$ cat src/rtl/instruction_queue_assembler_pkg.sv
`default_nettype none
// ============================================================================
// Module : microarch_defs (package)
// Brief  : Shared types, opcode length table and decode helper for the
//          instruction queue assembler.
// Rev    : 1.0 - initial release
// ============================================================================
package microarch_defs;

    typedef enum logic [0:0] {
        EXPECT_OP = 1'b0,
        COLLECT   = 1'b1
    } iq_state_t;

    localparam int DEF_DATA_WIDTH   = 8;
    localparam int DEF_OPCODE_WIDTH = 4;
    localparam int DEF_MAX_BYTES    = 3;
    localparam int DEF_LEN_W        = $clog2(DEF_MAX_BYTES + 1);

    // Entry layout at the default sizes; the top re-declares it for its own
    // parameter values with the same field order.
    typedef struct packed {
        logic [DEF_LEN_W-1:0]                       length;
        logic [(DEF_MAX_BYTES-1)*DEF_DATA_WIDTH-1:0] imm;
        logic [DEF_OPCODE_WIDTH-1:0]                opcode;
        logic [DEF_DATA_WIDTH-DEF_OPCODE_WIDTH-1:0] operand;
    } instr_entry_t;

    localparam int unsigned INSTR_LEN [16] = '{
        1, 1, 1, 1, 1, 1, 1, 1,
        2, 2, 2, 2,
        3, 3, 3, 3
    };

    function automatic int unsigned instr_length(input logic [3:0] op,
                                                 input int unsigned max_bytes);
        int unsigned len;
        len = INSTR_LEN[op];
        if (len > max_bytes) begin
            len = max_bytes;
        end
        return len;
    endfunction

endpackage
`default_nettype wire

$ cat src/rtl/instruction_queue_assembler_fifo.sv
`default_nettype none
// ============================================================================
// Module : instr_fifo
// Brief  : Generic DEPTH x WIDTH synchronous FIFO with flush; head is read
//          from registered storage and forced to zero when empty.
// Rev    : 1.0 - initial release
// ============================================================================
module instr_fifo #(
    parameter int WIDTH = 8,
    parameter int DEPTH = 2
) (
    input  logic                       clk,
    input  logic                       reset,
    input  logic                       flush,
    input  logic                       push,
    input  logic [WIDTH-1:0]           push_data,
    input  logic                       pop,
    output logic [WIDTH-1:0]           head_data,
    output logic                       full,
    output logic                       empty,
    output logic [$clog2(DEPTH+1)-1:0] count
);

    localparam int PTR_W = (DEPTH > 1) ? $clog2(DEPTH) : 1;
    localparam int CNT_W = $clog2(DEPTH + 1);

    logic [WIDTH-1:0] r_mem [DEPTH];
    logic [PTR_W-1:0] r_wr_ptr;
    logic [PTR_W-1:0] r_rd_ptr;
    logic [CNT_W-1:0] r_count;
    logic             w_do_push;
    logic             w_do_pop;

    assign full      = (r_count == CNT_W'(DEPTH));
    assign empty     = (r_count == '0);
    assign count     = r_count;
    assign w_do_push = push && !full;
    assign w_do_pop  = pop && !empty;
    assign head_data = empty ? '0 : r_mem[r_rd_ptr];

    // DEPTH is a power of two, so pointers wrap by natural overflow.
    always_ff @(posedge clk or posedge reset) begin
        if (reset) begin
            r_wr_ptr <= '0;
            r_rd_ptr <= '0;
            r_count  <= '0;
        end else if (flush) begin
            r_wr_ptr <= '0;
            r_rd_ptr <= '0;
            r_count  <= '0;
        end else begin
            if (w_do_push) begin
                r_wr_ptr <= r_wr_ptr + PTR_W'(1);
            end
            if (w_do_pop) begin
                r_rd_ptr <= r_rd_ptr + PTR_W'(1);
            end
            r_count <= r_count + CNT_W'(w_do_push) - CNT_W'(w_do_pop);
        end
    end

    always_ff @(posedge clk) begin
        if (w_do_push && !flush) begin
            r_mem[r_wr_ptr] <= push_data;
        end
    end

endmodule
`default_nettype wire

$ cat src/rtl/instruction_queue_assembler.sv
`default_nettype none
// ============================================================================
// Module : instruction_queue_assembler
// Brief  : Assembles variable-length instructions from a byte stream and
//          queues completed instructions for the controller.
// Rev    : 1.0 - initial release
// ============================================================================
module instruction_queue_assembler
    import microarch_defs::*;
#(
    parameter int DATA_WIDTH   = 8,
    parameter int OPCODE_WIDTH = 4,
    parameter int MAX_BYTES    = 3,
    parameter int DEPTH        = 2
) (
    input  logic                                clk,
    input  logic                                reset,
    input  logic                                flush,
    input  logic                                in_valid,
    output logic                                in_ready,
    input  logic [DATA_WIDTH-1:0]               in_data,
    output logic                                out_valid,
    input  logic                                out_ready,
    output logic [OPCODE_WIDTH-1:0]             opcode,
    output logic [DATA_WIDTH-OPCODE_WIDTH-1:0]  operand,
    output logic [(MAX_BYTES-1)*DATA_WIDTH-1:0] imm,
    output logic [$clog2(MAX_BYTES+1)-1:0]      length,
    output logic                                pending
);

    localparam int LEN_W = $clog2(MAX_BYTES + 1);
    localparam int IMM_W = (MAX_BYTES - 1) * DATA_WIDTH;
    localparam int CNT_W = $clog2(DEPTH + 1);
    localparam logic [LEN_W-1:0] LEN_ONE = LEN_W'(1);

    typedef struct packed {
        logic [LEN_W-1:0]                   length;
        logic [IMM_W-1:0]                   imm;
        logic [OPCODE_WIDTH-1:0]            opcode;
        logic [DATA_WIDTH-OPCODE_WIDTH-1:0] operand;
    } entry_t;

    iq_state_t               r_state;
    iq_state_t               w_next_state;
    logic [LEN_W-1:0]        r_idx;
    logic [LEN_W-1:0]        r_len;
    logic [LEN_W-1:0]        w_dec_len;
    logic [DATA_WIDTH-1:0]   r_byte0;
    logic [IMM_W-1:0]        r_imm;
    logic [IMM_W-1:0]        w_imm_merged;
    logic                    w_accept;
    logic                    w_last;
    logic                    w_push;
    logic                    w_pop;
    logic                    w_full;
    logic                    w_empty;
    logic [CNT_W-1:0]        w_count;
    entry_t                  w_push_entry;
    entry_t                  w_head;

    assign in_ready  = !flush && !w_full;
    assign w_accept  = in_valid && in_ready;
    assign out_valid = !w_empty;
    assign w_pop     = out_valid && out_ready;
    assign w_dec_len = LEN_W'(instr_length(4'(in_data[DATA_WIDTH-1 -: OPCODE_WIDTH]),
                                           MAX_BYTES));
    assign w_last    = (r_idx == (r_len - LEN_ONE));

    always_ff @(posedge clk or posedge reset) begin
        if (reset) begin
            r_state <= EXPECT_OP;
        end else begin
            r_state <= w_next_state;
        end
    end

    always_comb begin
        w_next_state = r_state;
        if (flush) begin
            w_next_state = EXPECT_OP;
        end else if (w_accept) begin
            case (r_state)
                EXPECT_OP: if (w_dec_len != LEN_ONE) w_next_state = COLLECT;
                COLLECT:   if (w_last)               w_next_state = EXPECT_OP;
                default:   w_next_state = EXPECT_OP;
            endcase
        end
    end

    always_comb begin
        pending      = (r_state == COLLECT);
        w_push       = 1'b0;
        w_push_entry = '0;
        w_imm_merged = r_imm;
        for (int b = 0; b < MAX_BYTES - 1; b++) begin
            if (r_idx == LEN_W'(b + 1)) begin
                w_imm_merged[b*DATA_WIDTH +: DATA_WIDTH] = in_data;
            end
        end
        case (r_state)
            EXPECT_OP: begin
                if (w_accept && (w_dec_len == LEN_ONE)) begin
                    w_push               = 1'b1;
                    w_push_entry.length  = LEN_ONE;
                    w_push_entry.opcode  = in_data[DATA_WIDTH-1 -: OPCODE_WIDTH];
                    w_push_entry.operand = in_data[DATA_WIDTH-OPCODE_WIDTH-1:0];
                end
            end
            COLLECT: begin
                if (w_accept && w_last) begin
                    w_push               = 1'b1;
                    w_push_entry.length  = r_len;
                    w_push_entry.imm     = w_imm_merged;
                    w_push_entry.opcode  = r_byte0[DATA_WIDTH-1 -: OPCODE_WIDTH];
                    w_push_entry.operand = r_byte0[DATA_WIDTH-OPCODE_WIDTH-1:0];
                end
            end
            default: ;
        endcase
    end

    // Staging is zeroed on every opcode so short instructions carry zero imm bytes.
    always_ff @(posedge clk or posedge reset) begin
        if (reset) begin
            r_idx   <= '0;
            r_len   <= '0;
            r_byte0 <= '0;
            r_imm   <= '0;
        end else if (flush) begin
            r_idx   <= '0;
            r_len   <= '0;
            r_byte0 <= '0;
            r_imm   <= '0;
        end else if (w_accept) begin
            if (r_state == EXPECT_OP) begin
                r_byte0 <= in_data;
                r_len   <= w_dec_len;
                r_imm   <= '0;
                r_idx   <= LEN_ONE;
            end else begin
                r_imm   <= w_imm_merged;
                r_idx   <= r_idx + LEN_ONE;
            end
        end
    end

    instr_fifo #(
        .WIDTH (LEN_W + IMM_W + DATA_WIDTH),
        .DEPTH (DEPTH)
    ) u_fifo (
        .clk       (clk),
        .reset     (reset),
        .flush     (flush),
        .push      (w_push),
        .push_data (w_push_entry),
        .pop       (w_pop),
        .head_data (w_head),
        .full      (w_full),
        .empty     (w_empty),
        .count     (w_count)
    );

    assign opcode  = w_head.opcode;
    assign operand = w_head.operand;
    assign imm     = w_head.imm;
    assign length  = w_head.length;

    a_count_bound: assert property (@(posedge clk) disable iff (reset)
        (w_count <= CNT_W'(DEPTH)));
    a_no_overflow: assert property (@(posedge clk) disable iff (reset)
        !(w_push && w_full));

endmodule
`default_nettype wire
$ cat config.mk
export PLATFORM = sky130hd
export DESIGN_NAME = instruction_queue_assembler
export DESIGN_NICKNAME = d
export VERILOG_FILES = /design/src/rtl/instruction_queue_assembler_pkg.sv /design/src/rtl/instruction_queue_assembler_fifo.sv /design/src/rtl/instruction_queue_assembler.sv
export SDC_FILE = /design/constraint.sdc
export NUM_CORES = 1
export LEC_CHECK = 0
export BUFFER_PORTS_ARGS = -buffer_cell sky130_fd_sc_hd__buf_4
export CAP_MARGIN = 20
export CORE_MARGIN = 3
export CORE_UTILIZATION = 52
export DETAILED_ROUTE_END_ITERATION = 16
export PLACE_DENSITY = 0.75
export REMOVE_ABC_BUFFERS = 1
export SYNTH_ARGS = -nofsm -noshare
export SYNTH_HDL_FRONTEND = slang
export SYNTH_SLANG_ARGS = --single-unit
$ cat constraint.sdc
create_clock -name clk -period 3.1 [get_ports clk]
set_input_delay 0.465 -clock clk [delete_from_list [all_inputs] [get_ports clk]]
set_output_delay 0.465 -clock clk [all_outputs]
set_load 0.02 [all_outputs]
==> results summary <==
The total CTS buffers is 9. The count of final max-slew check failures was 0. The longest clock path from root to sink contains 2 buffers. Entering global routing, the biggest net connects 33 pins. The remaining antenna violation count after routing came out at 0. Yosys attributes the largest share of cell area to sky130_fd_sc_hd__edfxtp_1 (41%), sky130_fd_sc_hd__dfrtp_1 (21%), sky130_fd_sc_hd__mux2i_1 (11%).

From left edge to right edge, the die measures just over 90 um. The number of nets in the final layout is 365. The final period demand of the worst path came out at 2180 ps. Of the cells placed in the final design, the portion with a size suffix greater than 1 is 20.7%.

The max capacitance violation total is 0. The total of cells resized after clock tree synthesis is 0. The final worst-path cycle share is roughly 70%. In this run, post-CTS hold repair placed 0 buffers. The area of all placed cells without fillers is 0.00440 mm^2. The first detailed-routing pass ran for 4 iterations.

The via count of the first global-routing pass came out at 2517. The worst pin sits at a relative slew slack of 37.6%. The overall die height came out at about 90 um. The post-synthesis cell count came out at 306. The biggest area consumer among synthesized cells is sky130_fd_sc_hd__edfxtp_1.

Global routing consumed, over all layers together, 19.8% of the routing resources. Summed over all layers, the routed wires come to around 7700 um. Counting cells, the worst reg-to-reg path comes to 8. The total power per unit cell area came out at between 600 and 700 mW/mm^2.

The die footprint came out at 0.00836 mm^2. In this run the static leakage power is 1.73 nW. The count of input and output buffers came out at 41. TritonCTS built the clock tree. The maximum fanout encountered on the critical timing path came out at 11. The fmax is 459 MHz. The ratio of routed vias to standard cells came out at ~5.6.

Summed over all layers, the global routing overflow is 0. The setup path with the least slack is of type register to register. The half-perimeter wire length after placement came out at 5240 um. The last weighted congestion value of the routability-driven placer came out at 0.893.

The tightest min-delay check is of the primary input to asynchronous set/reset pin type. The number of buffers added for setup after CTS came out at 0. The final-report setup violation count came out at 0. During synthesis, Yosys emitted a total of 0 warnings. The initial cell density of the core came out at 54.7%. The floorplan row count is 30. The floorplan step defined a core boundary enclosing 0.00694 mm^2. The number of antenna violations at the first check in global routing came out at 0. The synthesized area is ~0.0038 mm^2. The CTS sink count came out at 84. The share of the synthesized area in the top cell type is 41.1%. The tree is rooted in a sky130_fd_sc_hd__clkbuf_8.

The worst-case clock skew is 8.42 ps. The measured slew at the worst slew-check pin is 932 ps. The highest ir drop seen on vdd came out at 0.324 mV. The post-route worst hold slack came out at 180 ps.

The clock latency on the worst-skew pair came out at between 300 and 400 ps. The total via count after detailed routing is roughly 2500. The placement-stage cell area is 0.00420 mm^2.

The post-synthesis area per instance is 12.4 um^2. The setup TNS after final layout is 0 ps. The signed area change from the synthesized netlist to the final layout came out at 15.9%. The total count of hold-check failures in the final report is 0. In the final routed layout, each cell accounts on average for between 15 and 20 um.

The H-tree level count is 3. The starting DRC count in detailed routing came out at 157. The post-CTS clock slew at the launch and capture registers of the worst setup and hold paths came out at 80 ps. The sort of element at the end of the critical path is a register. The repair_antennas step left the layout with diodes totalling 0.

Data on the critical path arrives at its endpoint at approximately 2400 ps. The DRC violation count after routing came out at 0. The first global-routing pass estimated ~13000 um of wire.

The count of unique library cells instantiated by Yosys came out at 33. The startpoint type of the worst setup path is a register. The sequential share of the synthesized area is 62.2%. Setup repair after global routing left no endpoint under its margin. After synthesis the netlist holds a flip-flop and latch count of 84. The run finished with clean final reports. The critical path required time came out at 3340 ps.

In this run the count of I/O pins placed on the die edge is 42.
cells by family after synthesis:
kind of cell	count (synthesis)	share of synthesized area (%)
buffers and inverters	27	3.29
multiplexers	45	12.0
XOR/XNOR	4	0.923
flip-flops	84	62.2
AND/OR/NAND/NOR	101	12.0
AO/OA/AOI/OAI	41	8.27
adder cells (fa/ha/maj)	4	1.32
per-layer routing:
metal / vias up / share of wire (%) / wire length [um] / track usage [%]
li1: 1172 / - / - / -
met1: 1264 / 44 / 3330 / 25.6
met2: 60 / 49 / 3770 / 32.0
met3: 14 / 4.7 / 358 / 4.47
met4: 0 / 2.5 / 188 / 8.92
met5: - / 0 / 0 / 0
report_power, final:
group	switching [W]	internal (W)	leakage, nW
sequential	0.0000349	0.00124	0.939
clock	0.000403	0.000376	0.104
combinational	0.000459	0.000308	0.690
total	0.000897	0.00193	1.73
per-stage QoR:
step | cells | utilization [%] | total power (W) | worst slack (ps)
global placement | 433 | 60.5 | 0.00206 | 1010
global route | 449 | 63.4 | 0.00296 | 752
CTS | 449 | 63.4 | 0.00285 | 925
detailed placement | 433 | 60.5 | 0.00208 | 929
finish | 449 | 63.4 | 0.00282 | 920
floorplan | 289 | - | 0.00178 | -288
placed cells by master (no fill, tap or decap), drive strengths merged:
cell and n:
a221oi 1, or3 1, a211oi 1, xnor2 3, inv 11, a31oi 2
a21oi 4, a32oi 7, and2b 1, a22o 16, o211ai 1, o21ai 8
nand2b 11, mux2 2, clkinv 5, nand2 11, and2 1, buf 48
and3 3, a311oi 1, clkbuf 9, nor3 4, mux2i 43, nand3 1
ha 4, dfrtp 32, xor2 1, nor2b 4, nor2 64, bufinv 1
edfxtp 52
path summary, 6_finish.rpt:
kind | endpoint | slack [ps] | startpoint
min reg2reg | r_byte0[1]$_DFFE_PP0P_ | 500 | r_byte0[1]$_DFFE_PP0P_
max in group asynchronous | r_imm[10]$_DFFE_PP0P_ | 2610 | reset
min | r_imm[5]$_DFFE_PP0P_ | 180 | reset
min in group clk | r_imm[2]$_DFFE_PP0P_ | 380 | in_data[2]
max reg2reg | u_fifo.count[1]$_DFF_PP0_ | 920 | r_len[1]$_DFFE_PP0P_
max | u_fifo.count[1]$_DFF_PP0_ | 920 | r_len[1]$_DFFE_PP0P_
critical path, stage by stage (launching register included):
cell	delay, ps
sky130_fd_sc_hd__dfrtp_1	420
sky130_fd_sc_hd__xnor2_1	260
sky130_fd_sc_hd__mux2_4	400
sky130_fd_sc_hd__o21ai_0	290
sky130_fd_sc_hd__nor2_1	90
sky130_fd_sc_hd__ha_1	220
sky130_fd_sc_hd__xor2_1	190
sky130_fd_sc_hd__xnor2_1	140
sky130_fd_sc_hd__nor2_1	50
state kept, by name (all words and copies together) (netlist names):
register,count
pending,1
r_byte0,7
r_idx,2
r_imm,16
r_len,2
u_fifo.count,2
u_fifo.r_mem,52
u_fifo.r_rd_ptr,1
u_fifo.r_wr_ptr,1
cells in the mapped netlist:
cell	n
sky130_fd_sc_hd__a21oi_2	2
sky130_fd_sc_hd__a221oi_1	1
sky130_fd_sc_hd__nand2b_1	11
sky130_fd_sc_hd__mux2_2	1
sky130_fd_sc_hd__a31oi_1	2
sky130_fd_sc_hd__nor2_1	63
sky130_fd_sc_hd__or3_1	1
sky130_fd_sc_hd__a311oi_1	1
sky130_fd_sc_hd__nor3_1	4
sky130_fd_sc_hd__inv_1	10
sky130_fd_sc_hd__a22o_1	16
sky130_fd_sc_hd__nand3_4	1
sky130_fd_sc_hd__clkbuf_1	8
sky130_fd_sc_hd__buf_6	2
sky130_fd_sc_hd__o21ai_0	8
sky130_fd_sc_hd__dfrtp_1	32
sky130_fd_sc_hd__a211oi_1	1
sky130_fd_sc_hd__buf_2	7
sky130_fd_sc_hd__ha_1	4
sky130_fd_sc_hd__nor2_2	1
sky130_fd_sc_hd__edfxtp_1	52
sky130_fd_sc_hd__and2_1	1
sky130_fd_sc_hd__and3_1	3
sky130_fd_sc_hd__a21oi_1	2
sky130_fd_sc_hd__and2b_1	1
sky130_fd_sc_hd__nand2_1	11
sky130_fd_sc_hd__xnor2_1	3
sky130_fd_sc_hd__a32oi_1	7
sky130_fd_sc_hd__o211ai_1	1
sky130_fd_sc_hd__nor2b_1	4
sky130_fd_sc_hd__xor2_1	1
sky130_fd_sc_hd__mux2i_1	43
sky130_fd_sc_hd__mux2_4	1
final cells by class:
| class | instances | area, um^2 |
|---|---|---|
| well taps | 96 | 120 |
| flip-flops and latches | 84 | 2360 |
| clock inverters | 7 | 75.1 |
| multi-input cells | 195 | 1320 |
| inverters | 10 | 37.5 |
| repair buffers | 48 | 360 |
| clock buffers | 9 | 124 |
| fillers | 544 | 2540 |
No activity file was read; power rests on OpenSTA's default activity.
